**src/rtl/tap_pkg.sv**
```systemverilog
// Shared defaults and helpers for the two-phase bundled-data receiver.
package tap_pkg;

  localparam int TAP_WIDTH       = 8;
  localparam int TAP_DEPTH       = 4;
  localparam int TAP_SYNC_STAGES = 2;

  // Ceiling log2, usable in parameter/localparam expressions.
  function automatic int clog2(input int n);
    int r;
    int v;
    r = 0;
    v = n - 1;
    while (v > 0) begin
      r++;
      v = v >> 1;
    end
    return r;
  endfunction

endpackage

```
**src/rtl/tap_rx_if.sv**
```systemverilog
// Sender handshake (req/ack/data_in) plus downstream valid/ready port.
interface tap_rx_if
  import tap_pkg::*;
#(
  parameter int WIDTH = TAP_WIDTH,
  parameter int DEPTH = TAP_DEPTH
);
  localparam int LW = clog2(DEPTH + 1);

  logic             req;
  logic [WIDTH-1:0] data_in;
  logic             ack;
  logic             out_valid;
  logic             out_ready;
  logic [WIDTH-1:0] out_data;
  logic [LW-1:0]    level;

  // Receiver side.
  modport slave (
    input  req, data_in, out_ready,
    output ack, out_valid, out_data, level
  );

  // Sender / consumer side.
  modport master (
    output req, data_in, out_ready,
    input  ack, out_valid, out_data, level
  );
endinterface

```
**src/rtl/tap_sync.sv**
```systemverilog
// Multi-flop synchronizer for the asynchronous req line.
module tap_sync #(
  parameter int STAGES = 2
) (
  input  logic clk,
  input  logic rst,
  input  logic d,
  output logic q
);
  logic [STAGES-1:0] sync_pipe;

  // Shift req through the chain; all stages clear on reset.
  always_ff @(posedge clk or negedge rst) begin
    if (!rst) sync_pipe <= '0;
    else      sync_pipe <= {sync_pipe[STAGES-2:0], d};
  end

  assign q = sync_pipe[STAGES-1];
endmodule

```
**src/rtl/tap_rx.sv**
```systemverilog
// Two-phase req/ack receiver feeding an inline FIFO with valid/ready output.
module tap_rx
  import tap_pkg::*;
#(
  parameter int WIDTH       = TAP_WIDTH,
  parameter int DEPTH       = TAP_DEPTH,
  parameter int SYNC_STAGES = TAP_SYNC_STAGES
) (
  input  logic     clk,
  input  logic     rst,
  tap_rx_if.slave  bus
);
  localparam int AW = clog2(DEPTH);
  localparam int LW = clog2(DEPTH + 1);

  logic             req_s;
  logic             ack_q;
  logic             pending;
  logic             full;
  logic             push;
  logic             pop;
  logic [AW-1:0]    wptr;
  logic [AW-1:0]    rptr;
  logic [LW-1:0]    level_q;
  logic [WIDTH-1:0] mem [DEPTH];

  tap_sync #(.STAGES(SYNC_STAGES)) u_sync (
    .clk (clk),
    .rst (rst),
    .d   (bus.req),
    .q   (req_s)
  );

  // A token is outstanding whenever the synchronized req differs from ack.
  // Full is judged on the pre-edge level, so a full FIFO never pushes in
  // the same cycle it pops; the push lands on the following edge.
  assign pending = req_s ^ ack_q;
  assign full    = (level_q == LW'(DEPTH));
  assign push    = pending & ~full;
  assign pop     = (level_q != '0) & bus.out_ready;

  // Control state: ack toggles on acceptance, pointers wrap naturally
  // because DEPTH is a power of two.
  always_ff @(posedge clk or negedge rst) begin
    if (!rst) begin
      ack_q   <= 1'b0;
      wptr    <= '0;
      rptr    <= '0;
      level_q <= '0;
    end else begin
      if (push) begin
        ack_q <= ~ack_q;
        wptr  <= wptr + AW'(1);
      end
      if (pop) rptr <= rptr + AW'(1);
      case ({push, pop})
        2'b10:   level_q <= level_q + LW'(1);
        2'b01:   level_q <= level_q - LW'(1);
        default: level_q <= level_q;
      endcase
    end
  end

  // Storage needs no reset; stale words are never visible with level=0.
  always_ff @(posedge clk) begin
    if (push) mem[wptr] <= bus.data_in;
  end

  assign bus.ack       = ack_q;
  assign bus.out_valid = (level_q != '0);
  assign bus.out_data  = mem[rptr];
  assign bus.level     = level_q;
endmodule

```
**src/flat_wrapper.sv**
```systemverilog
// flat-port wrapper written by rule: the top's interface ports become plain ports
module tap_rx_flat import tap_pkg::*;
#(
  parameter int WIDTH       = TAP_WIDTH,
  parameter int DEPTH       = TAP_DEPTH,
  parameter int SYNC_STAGES = TAP_SYNC_STAGES
)
  (clk, rst, bus_req, bus_data_in, bus_out_ready, bus_ack, bus_out_valid, bus_out_data, bus_level);
  tap_rx_if #(.WIDTH(WIDTH), .DEPTH(DEPTH)) bus_i ();
  input  logic clk;
  input  logic rst;
  input wire logic [$bits(bus_i.req)-1:0] bus_req;
  input wire logic [$bits(bus_i.data_in)-1:0] bus_data_in;
  input wire logic [$bits(bus_i.out_ready)-1:0] bus_out_ready;
  output wire logic [$bits(bus_i.ack)-1:0] bus_ack;
  output wire logic [$bits(bus_i.out_valid)-1:0] bus_out_valid;
  output wire logic [$bits(bus_i.out_data)-1:0] bus_out_data;
  output wire logic [$bits(bus_i.level)-1:0] bus_level;
  assign bus_i.req = bus_req;
  assign bus_i.data_in = bus_data_in;
  assign bus_i.out_ready = bus_out_ready;
  assign bus_ack = bus_i.ack;
  assign bus_out_valid = bus_i.out_valid;
  assign bus_out_data = bus_i.out_data;
  assign bus_level = bus_i.level;
  tap_rx #(.WIDTH(WIDTH), .DEPTH(DEPTH), .SYNC_STAGES(SYNC_STAGES)) u_core (.clk(clk), .rst(rst), .bus(bus_i));
endmodule
```
**config.mk**
```make
export PLATFORM = sky130hd
export DESIGN_NAME = tap_rx_flat
export DESIGN_NICKNAME = d
export VERILOG_FILES = /design/src/rtl/tap_pkg.sv /design/src/rtl/tap_rx_if.sv /design/src/rtl/tap_sync.sv /design/src/rtl/tap_rx.sv /design/src/flat_wrapper.sv
export SDC_FILE = /design/constraint.sdc
export NUM_CORES = 1
export LEC_CHECK = 0
export CORE_UTILIZATION = 40
export CTS_BUF_LIST = sky130_fd_sc_hd__clkbuf_16
export CTS_CLUSTER_SIZE = 30
export DETAILED_ROUTE_END_ITERATION = 10
export DONT_BUFFER_PORTS = 1
export GPL_ROUTABILITY_DRIVEN = 0
export GPL_TIMING_DRIVEN = 0
export PLACE_DENSITY_LB_ADDON = 0.1
export SLEW_MARGIN = 25
export SYNTH_ARGS = -nofsm -noshare
export SYNTH_HDL_FRONTEND = slang
export SYNTH_SLANG_ARGS = --single-unit
```
**constraint.sdc**
```tcl
create_clock -name clk -period 2.1 [get_ports clk]
set_input_delay 0.21 -clock clk [delete_from_list [all_inputs] [get_ports clk]]
set_output_delay 0.21 -clock clk [all_outputs]
set_load 0.02 [all_outputs]
```
Yosys cells after proc, flatten, opt, wreduce, memory -nomap -nowiden
Memory sizes are Yosys's and may differ from the RTL's.
Index checks and enable logic that the tools add are counted.
Word-level totals
  bits in writable memories: 32
  bits of input ports: 12
  word-level logic and storage cells: 23
  output and inout port bits: 13
  memories: 1
  flip-flop bits (word level): 10
Memories
  u_core.mem: words 4, bits a word 8, rd ports 1, clocked after memory_dff 0, wr ports 1, line tap_rx.sv:25  | logic [WIDTH-1:0] mem [DEPTH];
Operators by class
  bitwise gates (word level): 5
  mux-type cells: 3
  add/sub/neg operators: 4
  eq/ne operators: 3
  reduce and logical (&&, ||, !) cells: 2
Operators with widths (number)
  3-bit case mux with 2 select lines: 1
  2-bit by 1-bit adder with 2-bit output (second input constant): 2
  3-bit by 1-bit adder with 3-bit output (second input constant): 1
  3-bit equality test (second input constant): 1
  3-bit nonzero test: 1
  3-bit by 1-bit subtractor with 3-bit output (second input constant): 1
  1-bit bitwise AND: 2
  2-bit by 1-bit equality test with 1-bit output (second input constant): 1
  2-bit equality test (second input constant): 1
  1-bit two-way mux: 2
  1-bit inverter: 2
  2-bit nonzero test: 1
  1-bit XOR: 1

Longest topological paths before layout
  depth in word-level cells: 5
  mapped depth: 9

Cells and area by module
From an unflattened synthesis, not the netlist that was laid out.
Unflattened totals
  cells, all modules: 85
  area total of the unflattened synthesis: 1694.1 sq um
By module, submodules not included
  tap_rx: instances 1, cells an instance 83, sequential area each 1161.1 sq um, area each 1644.1 sq um
  tap_sync: instances 1, cells an instance 2, sequential area each 50.0 sq um, area each 50.0 sq um

Worst setup path after synthesis
OpenSTA, ideal clock, no wires.
  path type: flip-flop to flip-flop
  start: register u_core.ack_q, in the netlist u_core.bus.ack
  end: register u_core.level_q[2], in the netlist u_core.bus.level[2]
  required time: 2.020 ns
  buffers on the path: 0
  cell stages (with the launch flop): 10
  data arrival time: 1.825 ns
  setup time: 0.080 ns
  slack: 0.195 ns
  path through: dfrtp_1 > xnor2_1 > a21oi_4 > inv_1 > ha_1 > inv_1 > fa_1 > xor2_1 > nor2_1 > xor2_1
On the way
  word-level cells in the longest chain between the ends: 4
RTL lines
  start: declaration: line tap_rx.sv:17  | logic ack_q;
  start signal: assignment: line tap_rx.sv:52  | ack_q <= ~ack_q;
  1-bit XOR (*): line tap_rx.sv:37  | assign pending = req_s ^ ack_q;
  1-bit bitwise AND (*): line tap_rx.sv:39  | assign push = pending & ~full;
  2-bit by 1-bit equality test with 1-bit output / 2-bit equality test (equally long branches): line tap_rx.sv:56  | case ({push, pop})
  3-bit case mux with 2 select lines / 2-bit nonzero test (equally long branches)
  end signal: assignment: line tap_rx.sv:57  | 2'b10: level_q <= level_q + LW'(1);
  end signal: assignment: line tap_rx.sv:58  | 2'b01: level_q <= level_q - LW'(1);
  end signal: assignment: line tap_rx.sv:59  | default: level_q <= level_q;
  end: declaration: line tap_rx.sv:24  | logic [LW-1:0] level_q;
Mark *: on every way between the ends. The rest lies on a longest branch, timed or not.
A chain may end at the register's enable or synchronous reset.

Worst setup path after layout
Ends and elaborated chain as after synthesis.

==> metrics.md <==
| Metric | Value |
|---|---|
| Worst Path Class, Setup | flip-flop to flip-flop |
| DRC errors left | 0 |
| Setup WS post-layout | 0.145 ns |
| Total CTS buffers | 5 |
| Vias in the first global route | 741 |
| Total Power | around 3.2 mW |
| Setup-violating endpoint count in the final report | 0 |
| Die Area | 0.00450 mm2 |
| HPWL Detailed | 1650 um |
| Synthesis-stage register bit count | 42 |
| Reg2reg start | u_core.bus.ack |
| Int Pwr | ~2.1 mW |
| Post-Synthesis Cells | 86 |
| Synth area leaders | edfxtp_1 57%, dfrtp_1 15%, mux4_2 11%, ha_1 3.7%, xnor2_1 2.1% |
| Starting Density | a little over two fifths |
| CP required | ~2.3 ns |
| # fillers | about 350 |
| Final Skew | around 0.0042 ns |
| Layout net count | around 110 |
| R2r setup slk | between 0.1 and 0.15 ns |
| Flop pwr share | a little over two fifths |
| H-tree Lvls | 2 |
| CP Launch Type | flip-flop |
| Seq/Total Area, Yosys | between 70% and 80% |
| Asr flop ratio synth | a little under a quarter |
| First-pass GRT wire length | 3840 um |
| Vias | ~730 |
| Layout cells sized above 1 | roughly a third |
| Setup crit end kind | flip-flop |
| Port Buffers | 0 |
| CORE AREA | 0.00403 mm2 |
| Number of synthesized flops with an enable pin | 32 |
| Placement Setup Slack | 0.0713 ns |
| DR WL/cell | 17.1 um |
| Max FO, Critical Path | 7 |
| # diodes | 0 |
| Sw power | 1.04 mW |
| Post-CTS setup buffer count | 0 |
| Power per cell area | 1620 mW/mm2 |
| Fin crit share | about 93% |
| GR Overflow Total | 0 |
| Status | finished clean |
| Worst Hold Path EP | u_core.mem[2][4] |
| Post-synth top cells | 32 x edfxtp_1, 10 x dfrtp_1, 8 x mux4_2 |
| Clk network pwr share | approximately 27% |
| Via/cell ratio | about 5 |
| Die outline width | about 67 um |
| Worst rel slew slack | between 60 and 70% |
| Post-synth cell types | 21 |
| Min-delay worst type | primary input to flip-flop |
| Clock sink count | 42 |
| Largest net degree at the start of global routing | 15 |
| Critical R2R Capture | u_core.bus.level[2] |
| Total track usage | 13.3% |
| Ports | 25 |
| Yosys top cell area share | a little under three fifths |
| Worst-Margin Slew | between 0.4 and 0.5 ns |
| Clock tree buffer depth | 2 |
| Total Routed Length | 2490 um |
| Clk root buf | clkbuf_16 |
| Die H | about 67 um |
| Final ANT Viol Nets | 0 |
| Worst reg-to-reg path cell count | 9 |
| Post-route minimum period | 1.95 ns |
| Combinational power share | 31.0% |
| Peak supply drop | 0.000516 V |
| Area growth syn-to-layout | 15.9% |
| Standby leakage power | 0.699 nW |
| DRT iter0 DRCs | between 80 and 90 |
| Iteration count of the initial detailed-routing pass | 4 |
| Clock Latency Late Sink | between 0.2 and 0.3 ns |
| YS warnings | 0 |
| Antenna violations before repair | 0 |
| Max-Cap Viols | 0 |
| Dominant synthesized flop cell | edfxtp_1 |
| Clk slew on worst S/H paths | 0.06 ns |
| Mean Syn Cell Area | 19.7 um2 |
| Max Freq | between 500 and 600 MHz |
| Row count | 23 |
| Final Hold Viols | 0 |
| Switching Share | around a third |
| Hold wc startpoint | bus_data_in[4] |
| Post-Syn Nets | around 100 |
| Arr. time, crit path | about 2.2 ns |
| Max-slew violation count | 0 |
| Mapped cell area | approximately 0.0017 mm2 |
| Hold Crit Depth | 0 |
| Most numerous cell in the Yosys netlist | edfxtp_1 |
| CTS tree | yes |
| Yosys top cell by area | edfxtp_1 |
-- layer usage --
layer | wire length, um | part of all wire, % | global-route usage [%] | vias up
met1 | 1010 | 40 | 15.1 | 364
met3 | 188 | 7.5 | 7.53 | 6
met2 | 1240 | 50 | 19.5 | 20
met5 | 0 | 0 | 0 | -
met4 | 55 | 2.2 | 7.18 | 0
li1 | - | - | - | 339
-- cells by family (layout without fill, tap and decap cells) --
| family | count (synthesis) | after routing | synth area share [%] |
|---|---|---|---|
| simple gates | 10 | 10 | 3.62 |
| mux | 10 | 10 | 12.2 |
| compound gates | 3 | 3 | 1.85 |
| flops | 42 | 42 | 71.5 |
| xor+xnor | 7 | 7 | 3.62 |
| buf+inv | 8 | 18 | 2.29 |
| fa+ha+maj | 6 | 6 | 4.88 |
-- registers in the layout, indices dropped and copies added (netlist names) --
| register | flops |
|---|---|
| u_core.mem | 32 |
| u_core.bus.level | 3 |
| u_core.rptr | 2 |
| u_core.u_sync.sync_pipe | 2 |
| u_core.wptr | 2 |
| u_core.bus.ack | 1 |
-- cell type report --
cell class | instances | area (um2) | share of cell area (%)
Timing Repair Buffer | 2 | 20.0 | 1.02
Clock buffer | 5 | 125 | 6.38
Inverter | 6 | 22.5 | 1.15
Sequential cell | 42 | 1210 | 61.9
Buffer | 2 | 16.3 | 0.829
Multi-Input combinational cell | 36 | 455 | 23.2
Tap cell | 50 | 62.6 | 3.19
Clock inverter | 3 | 45.0 | 2.30
-- worst max path at each step --
stage / start / to / cells after the start
global route: u_core.bus.ack / u_core.bus.level[2] / 9
floorplan: u_core.bus.ack / u_core.bus.level[2] / 9
CTS: u_core.bus.level[0] / u_core.bus.level[2] / 9
global placement: u_core.bus.level[0] / u_core.bus.level[2] / 9
detailed placement: u_core.bus.level[0] / u_core.bus.level[2] / 9
finish: u_core.bus.ack / u_core.bus.level[2] / 9
-- critical path, stage by stage (launching register included) --
cell	delay, ns
dfrtp_2	0.47
xnor2_2	0.22
a21oi_4	0.08
inv_1	0.08
ha_1	0.17
inv_1	0.06
fa_1	0.37
xor2_1	0.15
nor2_1	0.11
xor2_1	0.15
-- cell usage in the layout (no fill, tap or decap) --
cell,instances
edfxtp_1,32
mux4_2,8
dfrtp_1,7
inv_1,6
ha_1,5
clkbuf_16,5
and2_2,4
xor2_1,3
xnor2_1,3
dfrtp_2,3
nand2_1,2
clkinvlp_4,2
dlygate4sd3_1,2
o31a_2,1
buf_6,1
clkbuf_2,1
nor2_4,1
xnor2_2,1
a21oi_4,1
or3_2,1
o21ai_0,1
nor2_1,1
nand2_2,1
mux2_4,1
mux2_2,1
fa_1,1
bufinv_16,1
-- power by group through the flow --
stage | Combinational (mW) | Clock [mW] | Sequential [mW]
after CTS | 0.998 | 0.883 | 1.31
final | 0.983 | 0.870 | 1.32
after detailed placement | 0.989 | 0 | 1.33
after global placement | 0.974 | 0 | 1.32
after floorplan | 0.836 | 0 | 1.30
after global routing | 1.10 | 0.919 | 1.36
-- through the flow --
stage               setup TNS [ns]  instances  area, um2  utilization, %  hold slack (ns)
finish                           0        146       1960            48.7           0.0177
global route               -0.0229        146       1960            48.7          0.00614
CTS                              0        146       1950            48.3           0.0124
detailed placement               0        136       1760            43.6          -0.0854
global placement                 0        136       1760            43.6          -0.0854
floorplan                        0         86       1690               -          -0.0856
-- timing repair --
item | CTS | global route
gates resized for setup | 0 | 5
hold buffers | 2 | 0
hold endpoints to repair | 11 | 0
setup endpoints to repair | 0 | 1
Power figures use the tool's default switching activity.
